`config.mk`:
```
export PLATFORM = sky130hd
export DESIGN_NAME = inst_fetch_unit
export DESIGN_NICKNAME = d
export VERILOG_FILES = /design/src/rtl/inst_pkg.sv /design/src/rtl/fetch_fifo.sv /design/src/rtl/inst_fetch_unit.sv
export SDC_FILE = /design/constraint.sdc
export NUM_CORES = 1
export LEC_CHECK = 0
export ABC_AREA = 0
export BUFFER_PORTS_ARGS = -buffer_cell sky130_fd_sc_hd__buf_2
export CAP_MARGIN = 20
export CORE_ASPECT_RATIO = 1.4
export CORE_MARGIN = 3
export CORE_UTILIZATION = 44
export CTS_BUF_LIST = sky130_fd_sc_hd__clkbuf_4
export DETAILED_ROUTE_END_ITERATION = 16
export PLACE_DENSITY = 0.69
export SLEW_MARGIN = 0
export SYNTH_ARGS = -nofsm -noshare
export SYNTH_HDL_FRONTEND = slang
export SYNTH_SLANG_ARGS = --single-unit
```
`constraint.sdc`:
```
create_clock -name i_clk -period 14.15 [get_ports i_clk]
set_input_delay 1.415 -clock i_clk [delete_from_list [all_inputs] [get_ports i_clk]]
set_output_delay 1.415 -clock i_clk [all_outputs]
set_load 0.03 [all_outputs]
```
`src/rtl/inst_pkg.sv`:
```
// Shared definitions for the instruction-fetch stage.
//   - redirect_sel encodings
//   - MIPS R/I/J field bit positions
//   - default reset PC
//   - branch target helper
package inst_pkg;

   localparam logic [1:0] SEL_BR  = 2'b00;
   localparam logic [1:0] SEL_J   = 2'b01;
   localparam logic [1:0] SEL_JR  = 2'b10;
   localparam logic [1:0] SEL_RSV = 2'b11;

   localparam int OP_MSB    = 31;
   localparam int OP_LSB    = 26;
   localparam int RS_MSB    = 25;
   localparam int RS_LSB    = 21;
   localparam int RT_MSB    = 20;
   localparam int RT_LSB    = 16;
   localparam int RD_MSB    = 15;
   localparam int RD_LSB    = 11;
   localparam int SHAMT_MSB = 10;
   localparam int SHAMT_LSB = 6;
   localparam int FUNC_MSB  = 5;
   localparam int FUNC_LSB  = 0;
   localparam int IMM_MSB   = 15;
   localparam int IMM_LSB   = 0;
   localparam int ADDR_MSB  = 25;
   localparam int ADDR_LSB  = 0;

   localparam logic [31:0] DEFAULT_RESET_PC = 32'h0000_0000;

   // PC-relative branch: word offset, sign-extended, wraps mod 2^32.
   function automatic logic [31:0] branch_target(input logic [31:0] base,
                                                 input logic [15:0] imm);
      return base + {{14{imm[15]}}, imm, 2'b00};
   endfunction

endpackage

```
`src/rtl/fetch_fifo.sv`:
```
// Synchronous FIFO buffering {pc, inst} pairs between the ROM and decode.
//   i_clk, i_rst : clock, synchronous active-high reset
//   i_push       : write i_wdata at the tail
//   i_pop        : drop the head entry
//   i_flush      : empty the FIFO; takes priority over a push
//   i_wdata      : entry to write
//   o_rdata      : head entry, reads as zero while empty
//   o_count      : current occupancy
module fetch_fifo #(
   parameter int unsigned DEPTH = 2,
   parameter int unsigned WIDTH = 64,
   localparam int unsigned PTR_W = (DEPTH > 1) ? $clog2(DEPTH) : 1,
   localparam int unsigned CNT_W = $clog2(DEPTH + 1)
) (
   input  logic             i_clk,
   input  logic             i_rst,
   input  logic             i_push,
   input  logic             i_pop,
   input  logic             i_flush,
   input  logic [WIDTH-1:0] i_wdata,
   output logic [WIDTH-1:0] o_rdata,
   output logic [CNT_W-1:0] o_count
);

   logic [WIDTH-1:0] r_mem [DEPTH];
   logic [PTR_W-1:0] r_rd_ptr;
   logic [PTR_W-1:0] r_wr_ptr;
   logic [CNT_W-1:0] r_count;

   logic w_empty;
   logic w_full;
   logic w_do_push;
   logic w_do_pop;

   function automatic logic [PTR_W-1:0] ptr_inc(input logic [PTR_W-1:0] p);
      return (p == PTR_W'(DEPTH - 1)) ? '0 : p + PTR_W'(1);
   endfunction

   assign w_empty   = (r_count == '0);
   assign w_full    = (r_count == CNT_W'(DEPTH));
   // A push into a full FIFO is legal when the head leaves in the same cycle.
   assign w_do_push = i_push & (~w_full | i_pop);
   assign w_do_pop  = i_pop & ~w_empty;

   always_ff @(posedge i_clk) begin
      if (i_rst || i_flush) begin
         r_rd_ptr <= '0;
         r_wr_ptr <= '0;
         r_count  <= '0;
      end else begin
         if (w_do_push) r_wr_ptr <= ptr_inc(r_wr_ptr);
         if (w_do_pop)  r_rd_ptr <= ptr_inc(r_rd_ptr);
         case ({w_do_push, w_do_pop})
            2'b10:   r_count <= r_count + CNT_W'(1);
            2'b01:   r_count <= r_count - CNT_W'(1);
            default: r_count <= r_count;
         endcase
      end
   end

   always_ff @(posedge i_clk) begin
      if (w_do_push && !i_flush && !i_rst) r_mem[r_wr_ptr] <= i_wdata;
   end

   assign o_rdata = w_empty ? '0 : r_mem[r_rd_ptr];
   assign o_count = r_count;

endmodule

```
`src/rtl/inst_fetch_unit.sv`:
```
// Instruction-fetch stage: PC generation, synchronous ROM drive, fetch FIFO,
// valid/ready presentation to decode, field split and change-of-flow handling.
//   i_clk, i_rst          : clock, synchronous active-high reset
//   i_redirect_*          : single-cycle change-of-flow request and operands
//   o_rom_en, o_rom_addr  : ROM read request (word address)
//   i_rom_data            : ROM data, valid the cycle after o_rom_en
//   o_out_valid/i_out_ready : decode handshake
//   o_out_pc, o_out_pc_new, o_out_inst : presented instruction and its PCs
//   o_op .. o_addr        : R/I/J field slices of o_out_inst
//   o_addr_err            : one-cycle pulse for misaligned jr or reserved select
module inst_fetch_unit
   import inst_pkg::*;
#(
   parameter int unsigned ROM_AW   = 6,
   parameter int unsigned DEPTH    = 2,
   parameter logic [31:0] RESET_PC = DEFAULT_RESET_PC
) (
   input  logic              i_clk,
   input  logic              i_rst,
   input  logic              i_redirect_valid,
   input  logic [1:0]        i_redirect_sel,
   input  logic [31:0]       i_redirect_pc_base,
   input  logic [15:0]       i_redirect_imm,
   input  logic [25:0]       i_redirect_addr,
   input  logic [31:0]       i_redirect_reg,
   output logic              o_rom_en,
   output logic [ROM_AW-1:0] o_rom_addr,
   input  logic [31:0]       i_rom_data,
   output logic              o_out_valid,
   input  logic              i_out_ready,
   output logic [31:0]       o_out_pc,
   output logic [31:0]       o_out_pc_new,
   output logic [31:0]       o_out_inst,
   output logic [5:0]        o_op,
   output logic [4:0]        o_rs,
   output logic [4:0]        o_rt,
   output logic [4:0]        o_rd,
   output logic [4:0]        o_shamt,
   output logic [5:0]        o_func,
   output logic [15:0]       o_imm,
   output logic [25:0]       o_addr,
   output logic              o_addr_err
);

   localparam int unsigned CNT_W = $clog2(DEPTH + 1);

   logic [31:0] r_pc_f;
   logic        r_req_v;
   logic [31:0] r_req_pc;
   logic        r_addr_err;

   logic [CNT_W-1:0] w_count;
   logic [63:0]      w_head;
   logic             w_pop;
   logic [31:0]      w_occ;
   logic             w_redirect;
   logic             w_issue;
   logic [31:0]      w_target;
   logic             w_addr_err;

   assign w_pop = o_out_valid & i_out_ready;

   // Occupancy once the in-flight word lands and this cycle's pop leaves;
   // issuing only below DEPTH guarantees every returned word has a slot.
   assign w_occ = 32'(w_count) + {31'd0, r_req_v} - {31'd0, w_pop};

   // Reserved select reports an error but neither redirects nor flushes.
   assign w_redirect = i_redirect_valid && (i_redirect_sel != SEL_RSV);
   assign w_issue    = !i_rst && !i_redirect_valid && (w_occ < DEPTH);

   always_comb begin
      w_target = r_pc_f;
      case (i_redirect_sel)
         SEL_BR:  w_target = branch_target(i_redirect_pc_base, i_redirect_imm);
         SEL_J:   w_target = {i_redirect_pc_base[31:28], i_redirect_addr, 2'b00};
         SEL_JR:  w_target = {i_redirect_reg[31:2], 2'b00};
         default: w_target = r_pc_f;
      endcase
   end

   assign w_addr_err = i_redirect_valid &&
                       ((i_redirect_sel == SEL_RSV) ||
                        ((i_redirect_sel == SEL_JR) && (i_redirect_reg[1:0] != 2'b00)));

   always_ff @(posedge i_clk) begin
      if (i_rst) begin
         r_pc_f     <= RESET_PC;
         r_req_v    <= 1'b0;
         r_req_pc   <= 32'd0;
         r_addr_err <= 1'b0;
      end else begin
         r_addr_err <= w_addr_err;
         if (w_redirect) begin
            r_pc_f  <= w_target;
            r_req_v <= 1'b0;
         end else if (w_issue) begin
            r_pc_f   <= r_pc_f + 32'd4;
            r_req_v  <= 1'b1;
            r_req_pc <= r_pc_f;
         end else begin
            r_req_v <= 1'b0;
         end
      end
   end

   // The in-flight word is dropped by the flush when a redirect is taken.
   fetch_fifo #(
      .DEPTH (DEPTH),
      .WIDTH (64)
   ) u_fifo (
      .i_clk   (i_clk),
      .i_rst   (i_rst),
      .i_push  (r_req_v),
      .i_pop   (w_pop),
      .i_flush (w_redirect),
      .i_wdata ({r_req_pc, i_rom_data}),
      .o_rdata (w_head),
      .o_count (w_count)
   );

   assign o_rom_en     = w_issue;
   assign o_rom_addr   = r_pc_f[ROM_AW+1:2];
   assign o_out_valid  = (w_count != '0);
   assign o_out_pc     = w_head[63:32];
   assign o_out_inst   = w_head[31:0];
   assign o_out_pc_new = o_out_pc + 32'd4;
   assign o_addr_err   = r_addr_err;

   assign o_op    = o_out_inst[OP_MSB:OP_LSB];
   assign o_rs    = o_out_inst[RS_MSB:RS_LSB];
   assign o_rt    = o_out_inst[RT_MSB:RT_LSB];
   assign o_rd    = o_out_inst[RD_MSB:RD_LSB];
   assign o_shamt = o_out_inst[SHAMT_MSB:SHAMT_LSB];
   assign o_func  = o_out_inst[FUNC_MSB:FUNC_LSB];
   assign o_imm   = o_out_inst[IMM_MSB:IMM_LSB];
   assign o_addr  = o_out_inst[ADDR_MSB:ADDR_LSB];

endmodule

```
# --- Word level (Yosys, flattened, before mapping) ---
# Memory sizes are Yosys's and may differ from the RTL's. A register that Yosys moved wholly into a read port is not among the register bits.
# Index checks and enable logic that the tools add are counted.
# W data, S select, Z words.
word_totals:
  reg_bits: 70
  ramBits: 128
  inputBits: 144
  output_inout_bits: 179
  n_memories: 1
mem_list:
  columns: ["memory", "words", "width", "read_ports", "rd_ports_with_merged_regs", "wr", "line_no", "rtl"]
  rows:
  - ["u_fifo.r_mem", 2, 64, 1, 1, 1, "fetch_fifo.sv:25", "logic [WIDTH-1:0] r_mem [DEPTH];"]
op_classes:
  n_addsub: 9
  n_lt_le_gt_ge: 1
  n_eq_ne: 8
  mux: 12
  n_bitwise: 7
  reduce_logical: 21
ops:
  columns: ["cell", "count"]
  rows:
  - ["$pmux W32 S3", 1]
  - ["$add A32 B3 Y32 const B", 2]
  - ["$mux W32", 2]
  - ["$mux W64", 1]
  - ["$add A32 B32 Y32", 1]
  - ["$lt A32 B2 Y1 const B", 1]
  - ["$eq A2 B2 Y1 const B", 4]
  - ["$reduce_bool A2 Y1", 4]
  - ["$logic_and A1 B1 Y1", 7]
  - ["$mux W1", 7]
  - ["$eq A2 B1 Y1 const B", 2]
  - ["$logic_not A2 Y1", 2]
  - ["$ne A4 B4 Y1 const B", 1]
  - ["$pmux W2 S2", 1]
  - ["$reduce_and A2 Y1", 2]
  - ["$sub A3 B1 Y4", 1]
  - ["$add A2 B1 Y3", 1]
  - ["$and A1 B1 Y1", 3]
  - ["$logic_not A1 Y1", 3]
  - ["$not A1 Y1", 3]
  - ["$add A1 B1 Y1 const B", 2]
  - ["$add A2 B1 Y2 const B", 1]
  - ["$logic_or A1 B1 Y1", 2]
  - ["$ne A2 B2 Y1 const B", 1]
  - ["other kinds (3)", 3]

# --- Depth between registers and ports, before layout ---
# Gate-level depths: netlist of the first run.
depth:
  depth_word: 8
  depth_mapped: 18

# --- Hierarchy ---
# From an unflattened synthesis of the first run, not the netlist that was laid out.
hier_totals:
  cells_unflattened: 1169
  hier_area_um2: 11403.4
modules_own_cells:
  columns: ["module", "n_inst", "cells_each", "area_each_um2", "seq_area_each_um2"]
  rows:
  - ["inst_fetch_unit", 1, 874, 6376.1, 1321.3]
  - ["fetch_fifo", 1, 295, 5027.3, 3943.8]

# --- Least setup slack after synthesis of the first run ---
# Ideal clock, no wire load.
synth_path:
  kind: "input to register"
  from: "input port i_redirect_sel[0]"
  to: "memory u_fifo.r_mem[1][0] (enable)"
  setup_ns: 0.666
  t_arrival_ns: 8.821
  required_ns: 13.484
  setup_slack_ns: 4.662
  stages: 6
  n_path_buf: 3
  cell_sequence: "ha_1 nor2b_1 clkbuf_1 clkbuf_1 buf_1 nor4b_1"
synth_via:
  elab_chain_cells: 7
synth_rtl:
  columns: ["item", "line_no", "rtl"]
  rows:
  - ["start: declaration", "inst_fetch_unit.sv:21", "input logic [1:0] i_redirect_sel,"]
  - ["$ne A2 B2 Y1", "inst_fetch_unit.sv:68", "assign w_redirect = i_redirect_valid && (i_redirect_sel != SEL_RSV);"]
  - ["$logic_and A1 B1 Y1", "inst_fetch_unit.sv:68", null]
  - ["$logic_not A1 Y1", "fetch_fifo.sv:62", "if (w_do_push && !i_flush && !i_rst) r_mem[r_wr_ptr] <= i_wdata;"]
  - ["$logic_and A1 B1 Y1 (2 in series)", "fetch_fifo.sv:62", null]
  - ["$mux W1", "fetch_fifo.sv:62", null]
  - ["$mux W1 (not written as such)", "fetch_fifo.sv:62", null]
  - ["end: declaration", "fetch_fifo.sv:25", null]
# No other way between the ends.

# --- Worst setup path after layout of the first run ---
layout_path:
  from: "input port i_out_ready"
  to: "output port o_rom_en"
layout_via:
  elab_chain_cells: 4
layout_rtl:
  columns: ["item", "line_no", "rtl"]
  rows:
  - ["start: declaration", "inst_fetch_unit.sv:30", "input logic i_out_ready,"]
  - ["$and A1 B1 Y1", "inst_fetch_unit.sv:61", "assign w_pop = o_out_valid & i_out_ready;"]
  - ["$sub A3 B1 Y4", "inst_fetch_unit.sv:65", "assign w_occ = 32'(w_count) + {31'd0, r_req_v} - {31'd0, w_pop};"]
  - ["$lt A32 B2 Y1", "inst_fetch_unit.sv:69", "assign w_issue = !i_rst && !i_redirect_valid && (w_occ < DEPTH);"]
  - ["$logic_and A1 B1 Y1", "inst_fetch_unit.sv:69", null]
  - ["end: declaration", "inst_fetch_unit.sv:26", "output logic o_rom_en,"]
# No other way between the ends.

==> results of run 1 <==
## path summary, 6_finish.rpt
| check | slack [ns] | cells past startpoint | endpoint |
|---|---|---|---|
| worst max-delay path | 8.40 | 11 | o_rom_en |
| worst min-delay path | 0.48 | 0 | u_fifo.r_mem[1][37]$_DFFE_PP_ |
| worst max register to register | 10.08 | 16 | r_pc_f[26]$_SDFFE_PP0P_ |
| worst min register to register | 0.48 | 0 | u_fifo.r_mem[1][37]$_DFFE_PP_ |
## layer usage
layer	global-route usage [%]	vias to the layer above	wire (µm)
met5	0	-	10
met4	6.59	2	520
met3	2.81	31	1600
met2	38.3	340	15600
met1	24.4	4350	12100
li1	-	4646	-
## metrics by stage
stage / worst slack [ns] / utilization, % / total power [mW]
2_1_floorplan: 4.66 / - / 0.966
3_3_place_gp: 8.54 / 50.0 / 1.05
3_5_place_dp: 8.38 / 50.0 / 1.06
4_1_cts: 8.38 / 51.0 / 1.35
5_1_grt: 8.18 / 51.0 / 1.41
6_report: 8.40 / 51.0 / 1.34
## synth_stat cells (7+ instances only)
master,count
nand2_1,116
buf_1,8
a211oi_1,13
buf_2,10
nand3_1,26
nor3_1,23
nand4_1,19
o21a_1,7
clkbuf_1,42
edfxtp_1,128
dfxtp_1,71
nor2b_1,7
o21ai_0,45
and3_1,12
xnor2_1,33
nor2_1,121
buf_4,85
o211ai_1,9
mux2i_1,66
inv_1,23
a21o_1,14
a221oi_1,12
a221o_1,8
xor2_1,23
a21oi_1,106
ha_1,38
a22oi_1,11
## cell usage in the layout, fill, tap and decap left out, drive strengths merged, types with 4 or more instances in the layout
master     n
buf      336
edfxtp   128
nor2     124
nand2    116
a21oi    106
dfxtp     71
mux2i     66
o21ai     47
ha        38
inv       34
xnor2     33
nand3     27
nor3      26
xor2      23
nand4     20
clkbuf    17
a21o      15
a211oi    14
a221oi    14
and3      13
a22oi     11
o211ai     9
nor4       9
a221o      8
o21a       7
nor2b      7
a31oi      6
and4       6
nand2b     5
o31ai      5
a211o      5
a41oi      4
o21bai     4
nor3b      4
a2111oi    4
## cell families after synthesis
| logic type | after synthesis | share of synthesized area (%) |
|---|---|---|
| simple gates | 372 | 15.3 |
| compound gates | 278 | 15.8 |
| flops | 199 | 45.7 |
| buf+inv | 171 | 8.65 |
| mux | 67 | 5.83 |
| xor+xnor | 56 | 4.26 |
| fa+ha+maj | 40 | 4.47 |
## sequential cells by signal, indices dropped and copies added, names as in the netlist, named ones only
name             cells
u_fifo.o_count       2
r_req_pc            32
u_fifo.r_wr_ptr      1
u_fifo.r_rd_ptr      1
u_fifo.r_mem       128
o_addr_err           1
r_pc_f              32
r_req_v              1
## where the power goes
part | total (mW) | leakage, nW | switching (mW) | internal [mW]
Clock | 0.290 | 0.157 | 0.197 | 0.0927
Combinational | 0.389 | 3.40 | 0.267 | 0.122
Sequential | 0.657 | 1.67 | 0.0190 | 0.638
Total | 1.34 | 5.23 | 0.483 | 0.853
## final cells by class
cell class | count | share of cell area (%)
Antenna cell | 1 | 0.0192
Clock buffer | 17 | 0.979
Clock inverter | 15 | 1.07
Inverter | 23 | 0.662
Multi-Input combinational cell | 813 | 40.6
Sequential cell | 199 | 40.4
Tap cell | 319 | 3.06
Timing Repair Buffer | 336 | 13.2
==> flow_summary.toml, run 1 <==
[cts]
cts_tree = "yes"
cts_buffer_depth = 2
post_cts.repair.setup_buffers = 0
clock_latency_ns = 0.58
cts_buffers = 17
cts_root_buffer = "clkbuf_4"
clk_pin_slew_ns = 0.14
cts_num_sinks = 199
hold_buffers = 0
ctsResizeCount = 0
cts-htree-levels = 4

[floorplanning]
rows = 69
io-pin-count = 323
core_um2 = 25600
die-area_um2 = 28200
fp.dieW_um = 143
die_y_um = 197
start_util_pct = 45.1

[cells_and_area]
ff_latch_area_um2 = 5270
fillCellCount = 2353
drive_gt1_share_pct = 28.4
multi_input_area_um2 = 5300
fin_area_um2 = 13000
fin_nets = 1574
final_cells = 1723
syn_to_final_growth_pct = 13.1

[timing]
hold_viol = 0
tns_ns = 0
layout_min_cycle_time_ns = 5.75
fmax_ghz = 0.174
rsz0062_at_grt = "no"
worst_pin_slew_ns = 0.913
holdWs_ns = 0.479
drv_slew = 0
relSlewSlack_pct = 39.0
skew_ns = 0.0346
setup_viol = 0
fin_crit_sh_pct = 40.6

[drt]
wl_per_cell_um = 17.3
vias = 9369
dr.pass1.iters = 4
drt_iter0_markers = 649
via_per_inst = 5.44
drc = 0
ant_nets = 0
wl_um = 29800

[global_routing]
antenna_found_initial = 2
grt_pass1_wl_um = 47000
grt_max_degree = 77
grt_pass1_vias = 9062
overflow = 0
grt.total_usage_pct = 20.7

[run_status]
outcome = "finished, final reports clean"

[yosys]
synth_warnings = 0
synth_top_area_cell = "edfxtp_1"
ys_seq_area_share_pct = 45.7
synth.area.top_cells = "edfxtp_1, dfxtp_1, mux2i_1"
avgSynthCellArea_um2 = 9.74
synthFlopType = "edfxtp_1"
async_reset_ff_share_pct = 0
netlist.area_leader.share_pct = 33.4
ys_seq_elements = 199
synth_edf_count = 128
syn-cell-area_um2 = 11500
synth_fp_nets = 1367
ys_types = 73
syn_inst = 1183

[setup_path]
crit_family = "buffers and inverters"
crit_path_cell_trace = "buf_2, nor2b_1, ha_1, nor2b_1, fa_1, nor3_1, o21ai_4, buf_4, inv_1, buf_4, buf_2"
critPathRequiredTime_ns = 12.73
end_kind = "primary output"
crit_buf_inv = 5
crit_path_start_kind = "input pin"
crit_type = "input pin to primary output"
cpPeakStageDelay_ns = 0.46
reg2reg_from = "u_fifo.o_count[0]$_SDFFE_PP0P_"
crit_path_start = "i_out_ready"
crit_path_max_fanout = 43
worstPathArrival_ns = 4.33
cpMaxStageDelayCell = "fa_1"

[pwr]
power.density_nw_per_um2 = 102
worst_ir_drop_vdd_mv = 0.0458
cellLeakagePower_nw = 5.23

[min_path]
hp-class = "register to register"
min_from = "r_req_pc[5]$_SDFFE_PP0P_"

[place]
dpl.hpwl_um = 22500
dpl_cell_area_um2 = 12800
place.gp.congestion = 0.847
port_buffers = 322
dp.cells = 1690

[run]
cap_violations = 0
No activity file was read; power rests on OpenSTA's default activity.
==> run 2: changes to the inputs <==
==> constraint.sdc (replaced) <==
create_clock -name i_clk -period 5.3 [get_ports i_clk]
set_input_delay 0.53 -clock i_clk [delete_from_list [all_inputs] [get_ports i_clk]]
set_output_delay 0.53 -clock i_clk [all_outputs]
set_load 0.03 [all_outputs]
==> run 2 against run 1 <==
Cell count grew 0.12%. Core utilization grew 0.11 points. Sequential share of layout area shrank 0.085 points. Hold slack lost 0.33 ns. Combinational power grew to 2.7 times the previous value. Critical path depth shrank 1. Setup slack lost 7.6 ns. Register-to-register slack lost 9.0 ns. First-iteration DRC count grew 0.15%. Clock power grew to 2.7 times the previous value.
==> flow_summary.toml, run 2 (same netlist as run 1, synthesis figures left out) <==
[setup_path]
end_kind = "primary output"
cpMaxStageDelayCell = "nor2_4"
crit_path_start_kind = "register"
crit_path_cell_trace = "nor2_4, nor2b_1, ha_1, nor2b_1, fa_1, nor3_1, o21ai_4, inv_1, buf_4, buf_2"
rrSetupSlack_ns = 1.13
cpMostUsedCell = "nor2b_1"
critPathRequiredTime_ns = 4.77
cpPeakStageDelay_ns = 0.52
crit_path_max_fanout = 42
worstPathArrival_ns = 3.92
crit_type = "register to primary output"

[floorplanning]
rows = 69
die_y_um = 197
start_util_pct = 45.1
fp.dieW_um = 143
die-area_um2 = 28200
core_um2 = 25600
io-pin-count = 323

[cells_and_area]
final_common_cell = "buf_2"
largest_register = "u_fifo.r_mem"
mostFrequentLayoutCells = "buf_2, edfxtp_1, nor2_1"
syn_to_final_growth_pct = 13.4
final_cells = 1725
multi_input_area_um2 = 5310
fillCellCount = 2378
fin_nets = 1575
drive_gt1_share_pct = 28.4
biggestRegsByFlops = "u_fifo.r_mem (128), r_pc_f (32), r_req_pc (32)"
ff_latch_area_um2 = 5270
largest_reg_flops = 128

[timing]
relSlewSlack_pct = 30.3
drv_slew = 0
tns_ns = 0
rsz0062_at_grt = "no"
fin_crit_sh_pct = 84.0
setup_viol = 0
fmax_ghz = 0.225
layout_min_cycle_time_ns = 4.45
worst_pin_slew_ns = 1.04
skew_ns = 0.0247
hold_viol = 0

[global_routing]
grt.total_usage_pct = 20.7
antenna_found_initial = 2
grt_max_degree = 69
overflow = 0
grt_pass1_vias = 9009
grt_pass1_wl_um = 46900

[cts]
cts-htree-levels = 4
ctsResizeCount = 0
cts_buffers = 17
clock_latency_ns = 0.57
cts_tree = "yes"
clk_pin_slew_ns = 0.15
hold_buffers = 0
cts_root_buffer = "clkbuf_4"
post_cts.repair.setup_buffers = 0
cts_buffer_depth = 2
cts_num_sinks = 199

[pwr]
cellLeakagePower_nw = 5.23
worst_ir_drop_vdd_mv = 0.113
power.density_nw_per_um2 = 273

[place]
port_buffers = 322
dp.cells = 1691
dpl.hpwl_um = 23100
place.gp.congestion = 0.897

[run_status]
outcome = "finished, final reports clean"

[drt]
drc = 0
wl_um = 30100
ant_nets = 0
dr.pass1.iters = 8
via_per_inst = 5.51
wl_per_cell_um = 17.4
vias = 9500
drt_iter0_markers = 650

[min_path]
hp-class = "input pin to register"

[run]
cap_violations = 0
==> run 2: cell type report <==
| type | count | area share [%] |
|---|---|---|
| Antenna cell | 2 | 0.0383 |
| Clock buffer | 17 | 0.977 |
| Clock inverter | 15 | 1.06 |
| Inverter | 23 | 0.661 |
| Multi-Input combinational cell | 813 | 40.7 |
| Sequential cell | 199 | 40.3 |
| Tap cell | 319 | 3.06 |
| Timing Repair Buffer | 337 | 13.2 |
==> run 2: per-stage QoR <==
| stage | total power [mW] | area, µm² | utilization (%) | worst slack (ns) | hold WS [ns] |
|---|---|---|---|---|---|
| after detailed placement | 2.84 | 12800 | 50.1 | 1.15 | 0.449 |
| after floorplan | 2.58 | 11600 | - | 0.901 | 0.425 |
| final | 3.57 | 13100 | 51.1 | 0.847 | 0.152 |
| after global routing | 3.76 | 13100 | 51.1 | 0.484 | 0.0737 |
| after global placement | 2.82 | 12800 | 50.1 | 1.25 | 0.432 |
| after CTS | 3.61 | 13100 | 51.1 | 0.733 | 0.0848 |
==> run 2: final timing paths <==
path / cells past startpoint / endpoint / start
hold reg to reg: 2 / r_req_pc[30]$_SDFFE_PP0P_ / r_req_pc[30]$_SDFFE_PP0P_
setup reg to reg: 11 / r_pc_f[30]$_SDFFE_PP0P_ / u_fifo.o_count[0]$_SDFFE_PP0P_
hold / removal: 1 / u_fifo.r_mem[0][2]$_DFFE_PP_ / i_rom_data[2]
setup / recovery: 10 / o_rom_en / u_fifo.o_count[0]$_SDFFE_PP0P_
==> run 2: critical path: cells and delay by family (launching register included) <==
family,cells,cell delay (ns)
DFF,1,0.42
buffers and inverters,3,0.76
adders and majority gates,2,0.78
AOI/OAI and AO/OA,1,0.17
and+or+nand+nor,4,1.22
==> run 2: power breakdown <==
group	internal (mW)	switching, mW	total, mW
logic	0.328	0.716	1.04
clock network	0.246	0.525	0.771
registers	1.70	0.0533	1.76
==> run 2: layer usage <==
metal / GRT usage, % / wire (µm)
met1: 24.4 / 12100
met2: 38.3 / 15700
met3: 3.29 / 1860
met4: 6.13 / 489
met5: 0 / 0
==> run 3: changes to the inputs <==
--- a/config.mk
+++ b/config.mk
@@ -13,7 +13,7 @@
 export CORE_UTILIZATION = 44
 export CTS_BUF_LIST = sky130_fd_sc_hd__clkbuf_4
 export DETAILED_ROUTE_END_ITERATION = 16
-export PLACE_DENSITY = 0.69
+export PLACE_DENSITY = 0.72
 export SLEW_MARGIN = 0
 export SYNTH_ARGS = -nofsm -noshare
 export SYNTH_HDL_FRONTEND = slang
==> constraint.sdc (replaced) <==
create_clock -name i_clk -period 3.6 [get_ports i_clk]
set_input_delay 0.36 -clock i_clk [delete_from_list [all_inputs] [get_ports i_clk]]
set_output_delay 0.36 -clock i_clk [all_outputs]
set_load 0.03 [all_outputs]
==> run 3 against run 2 <==
Core utilization is 3.3 points higher. Power up 54%. Setup slack got worse by 0.72 ns. Routed wire length is 7.6% higher. Clock power is 61% higher. Die area did not move. Sequential share of layout area decreased by 2.4 points. Clock skew increased by 0.019 ns. Via count rose by 3.7%. Non-clock buffer count rose by 57. Combinational power grew 62%. Cell count increased by 3.2%. Critical endpoint is now o_out_pc_new[25]. Largest cell class unchanged. Largest power group unchanged. Highest routed layer is now met5.
==> flow_summary.toml, run 3 (same netlist as run 1, synthesis figures left out) <==
[run_status]
outcome = "finished, final reports clean"

[pwr]
power.density_nw_per_um2 = 396
p_seq_share_pct = 46.9
p_sw_mw = 2.09
p_int_mw = 3.42
switching_share_pct = 37.9
cellLeakagePower_nw = 5.59
p_total_mw = 5.50
pwr-share-clk_pct = 22.6
worst_ir_drop_vdd_mv = 0.199
pwr-share-comb_pct = 30.5

[timing]
drv_slew = 0
fin_crit_sh_pct = 96.5
rsz0062_at_grt = "yes"
layout_min_cycle_time_ns = 3.47
holdWs_ns = 0.0894
relSlewSlack_pct = 33.0
setup_viol = 0
skew_ns = 0.0438
hold_viol = 0
fmax_ghz = 0.288
worst_pin_slew_ns = 0.997

[drt]
dr.pass1.iters = 5
vias = 9848
wl_per_cell_um = 18.2
drc = 0
drt_iter0_markers = 575
wl_um = 32400
ant_nets = 0
via_per_inst = 5.53

[global_routing]
overflow = 0
grt_max_degree = 74
grt_pass1_vias = 9202
antenna_found_initial = 2
grt.total_usage_pct = 21.2
grt_pass1_wl_um = 47900

[min_path]
whs_path_depth = 2
hold-path-endpoint = "u_fifo.r_wr_ptr$_SDFFE_PP0P_"
min_from = "i_rst"
hp-class = "input pin to register"

[setup_path]
crit_path_max_fanout = 5
worstPathArrival_ns = 3.11
crit_path_start_kind = "register"
crit_type = "register to primary output"
reg2reg_depth = 12
critPathRequiredTime_ns = 3.24
end_kind = "primary output"
rrSetupSlack_ns = 0.43
reg2reg_from = "u_fifo.o_count[0]$_SDFFE_PP0P_"
r2r-end = "r_pc_f[30]$_SDFFE_PP0P_"

[cts]
clk_pin_slew_ns = 0.18
cts_buffers = 17
cts-htree-levels = 4
clock_latency_ns = 0.60
cts_num_sinks = 199
cts_buffer_depth = 2
cts_tree = "yes"
cts_root_buffer = "clkbuf_4"

[cells_and_area]
largest_reg_flops = 128
drive_gt1_share_pct = 31.0
fin_util_pct = 54.4
fin_nets = 1632
syn_to_final_growth_pct = 20.6
largest_register = "u_fifo.r_mem"
final_cells = 1781
mostFrequentLayoutCells = "buf_2, edfxtp_1, nand2_1"
biggestRegsByFlops = "u_fifo.r_mem (128), r_pc_f (32), r_req_pc (32)"
final_common_cell = "buf_2"

[floorplanning]
core_um2 = 25600
start_util_pct = 45.1
fp.dieW_um = 143
rows = 69
die-area_um2 = 28200
die_y_um = 197
io-pin-count = 323

[place]
port_buffers = 322
dp.cells = 1699
dpl.hpwl_um = 23400
place.gp.congestion = 0.879

[run]
cap_violations = 0
==> run 3: changes by cell type in the layout (fill, tap and decap cells not counted), moves of 3 or more <==
cell           previous run  this run
dlygate4sd3_1             0        32
buf_4                    15        34
nor2_1                  120       110
nor2_2                    3        10
buf_12                    0         5
buf_2                   322       317
clkinv_8                  0         5
inv_4                     4         0
inv_1                    23        20
inv_12                    0         3
inv_2                     0         3
nor2_4                    1         4
==> run 3: layer usage <==
| metal | vias to the layer above | share of wire, % | track usage, % |
|---|---|---|---|
| met5 | - | 0.049 | 0 |
| met4 | 2 | 3.4 | 8.74 |
| met3 | 58 | 6.1 | 3.71 |
| met2 | 411 | 50 | 37.9 |
| met1 | 4614 | 40 | 25.1 |
| li1 | 4763 | - | - |
==> run 3: cell type report <==
type / count / area, µm²
fill: 2288 / 11700
multi-input combinational: 813 / 5460
sequential: 199 / 5280
timing repair buffer: 394 / 2350
tap: 319 / 399
clock inverter: 15 / 196
clock buffer: 17 / 128
inverter: 23 / 86.3
antenna: 1 / 2.50
==> run 3: stage by stage <==
stage	TNS, ns	area (µm²)	setup WS (ns)
floorplan	-0.0136	11600	-0.0136
global placement	0	12900	0.337
detailed placement	0	12900	0.291
CTS	-0.00723	13700	-0.00598
global route	-0.204	13900	-0.0690
finish	0	13900	0.127
==> run 3: repair_timing <==
action | CTS | global route
setup endpoints to repair | 15 | 12
buffers inserted | 4 | 10
hold buffers | 32 | 0
pin swaps | 3 | 8
resized for setup | 15 | 25
gates cloned | 0 | 3
hold endpoints to repair | 64 | 0
==> run 3: how the worst max path moves through the flow <==
stage          cells past startpoint                 endpoint  slack, ns
6_report                          10         o_out_pc_new[25]       0.13
5_1_grt                           10         o_out_pc_new[29]      -0.07
4_1_cts                           10         o_out_pc_new[29]     -0.006
3_5_place_dp                      11  r_pc_f[24]$_SDFFE_PP0P_       0.29
3_3_place_gp                      11  r_pc_f[24]$_SDFFE_PP0P_       0.34
2_1_floorplan                     16         o_out_pc_new[26]      -0.01
==> run 3: worst max-delay path, stage by stage (launching register included) <==
cell,delay [ns]
dfxtp_4,0.40
buf_12,0.13
nand3b_1,0.21
a211oi_4,0.30
and4_4,0.27
nor3b_4,0.28
nand2_4,0.14
nor3_4,0.27
nand2b_1,0.11
xnor2_1,0.19
buf_2,0.23
==> run 3: power by group through the flow <==
stage	sequential [mW]	combinational, mW	clock, mW
2_1_floorplan	2.61	1.21	0
3_5_place_dp	2.63	1.57	0
3_3_place_gp	2.63	1.56	0
5_1_grt	2.59	1.80	1.36
4_1_cts	2.58	1.62	1.28
6_report	2.58	1.68	1.24
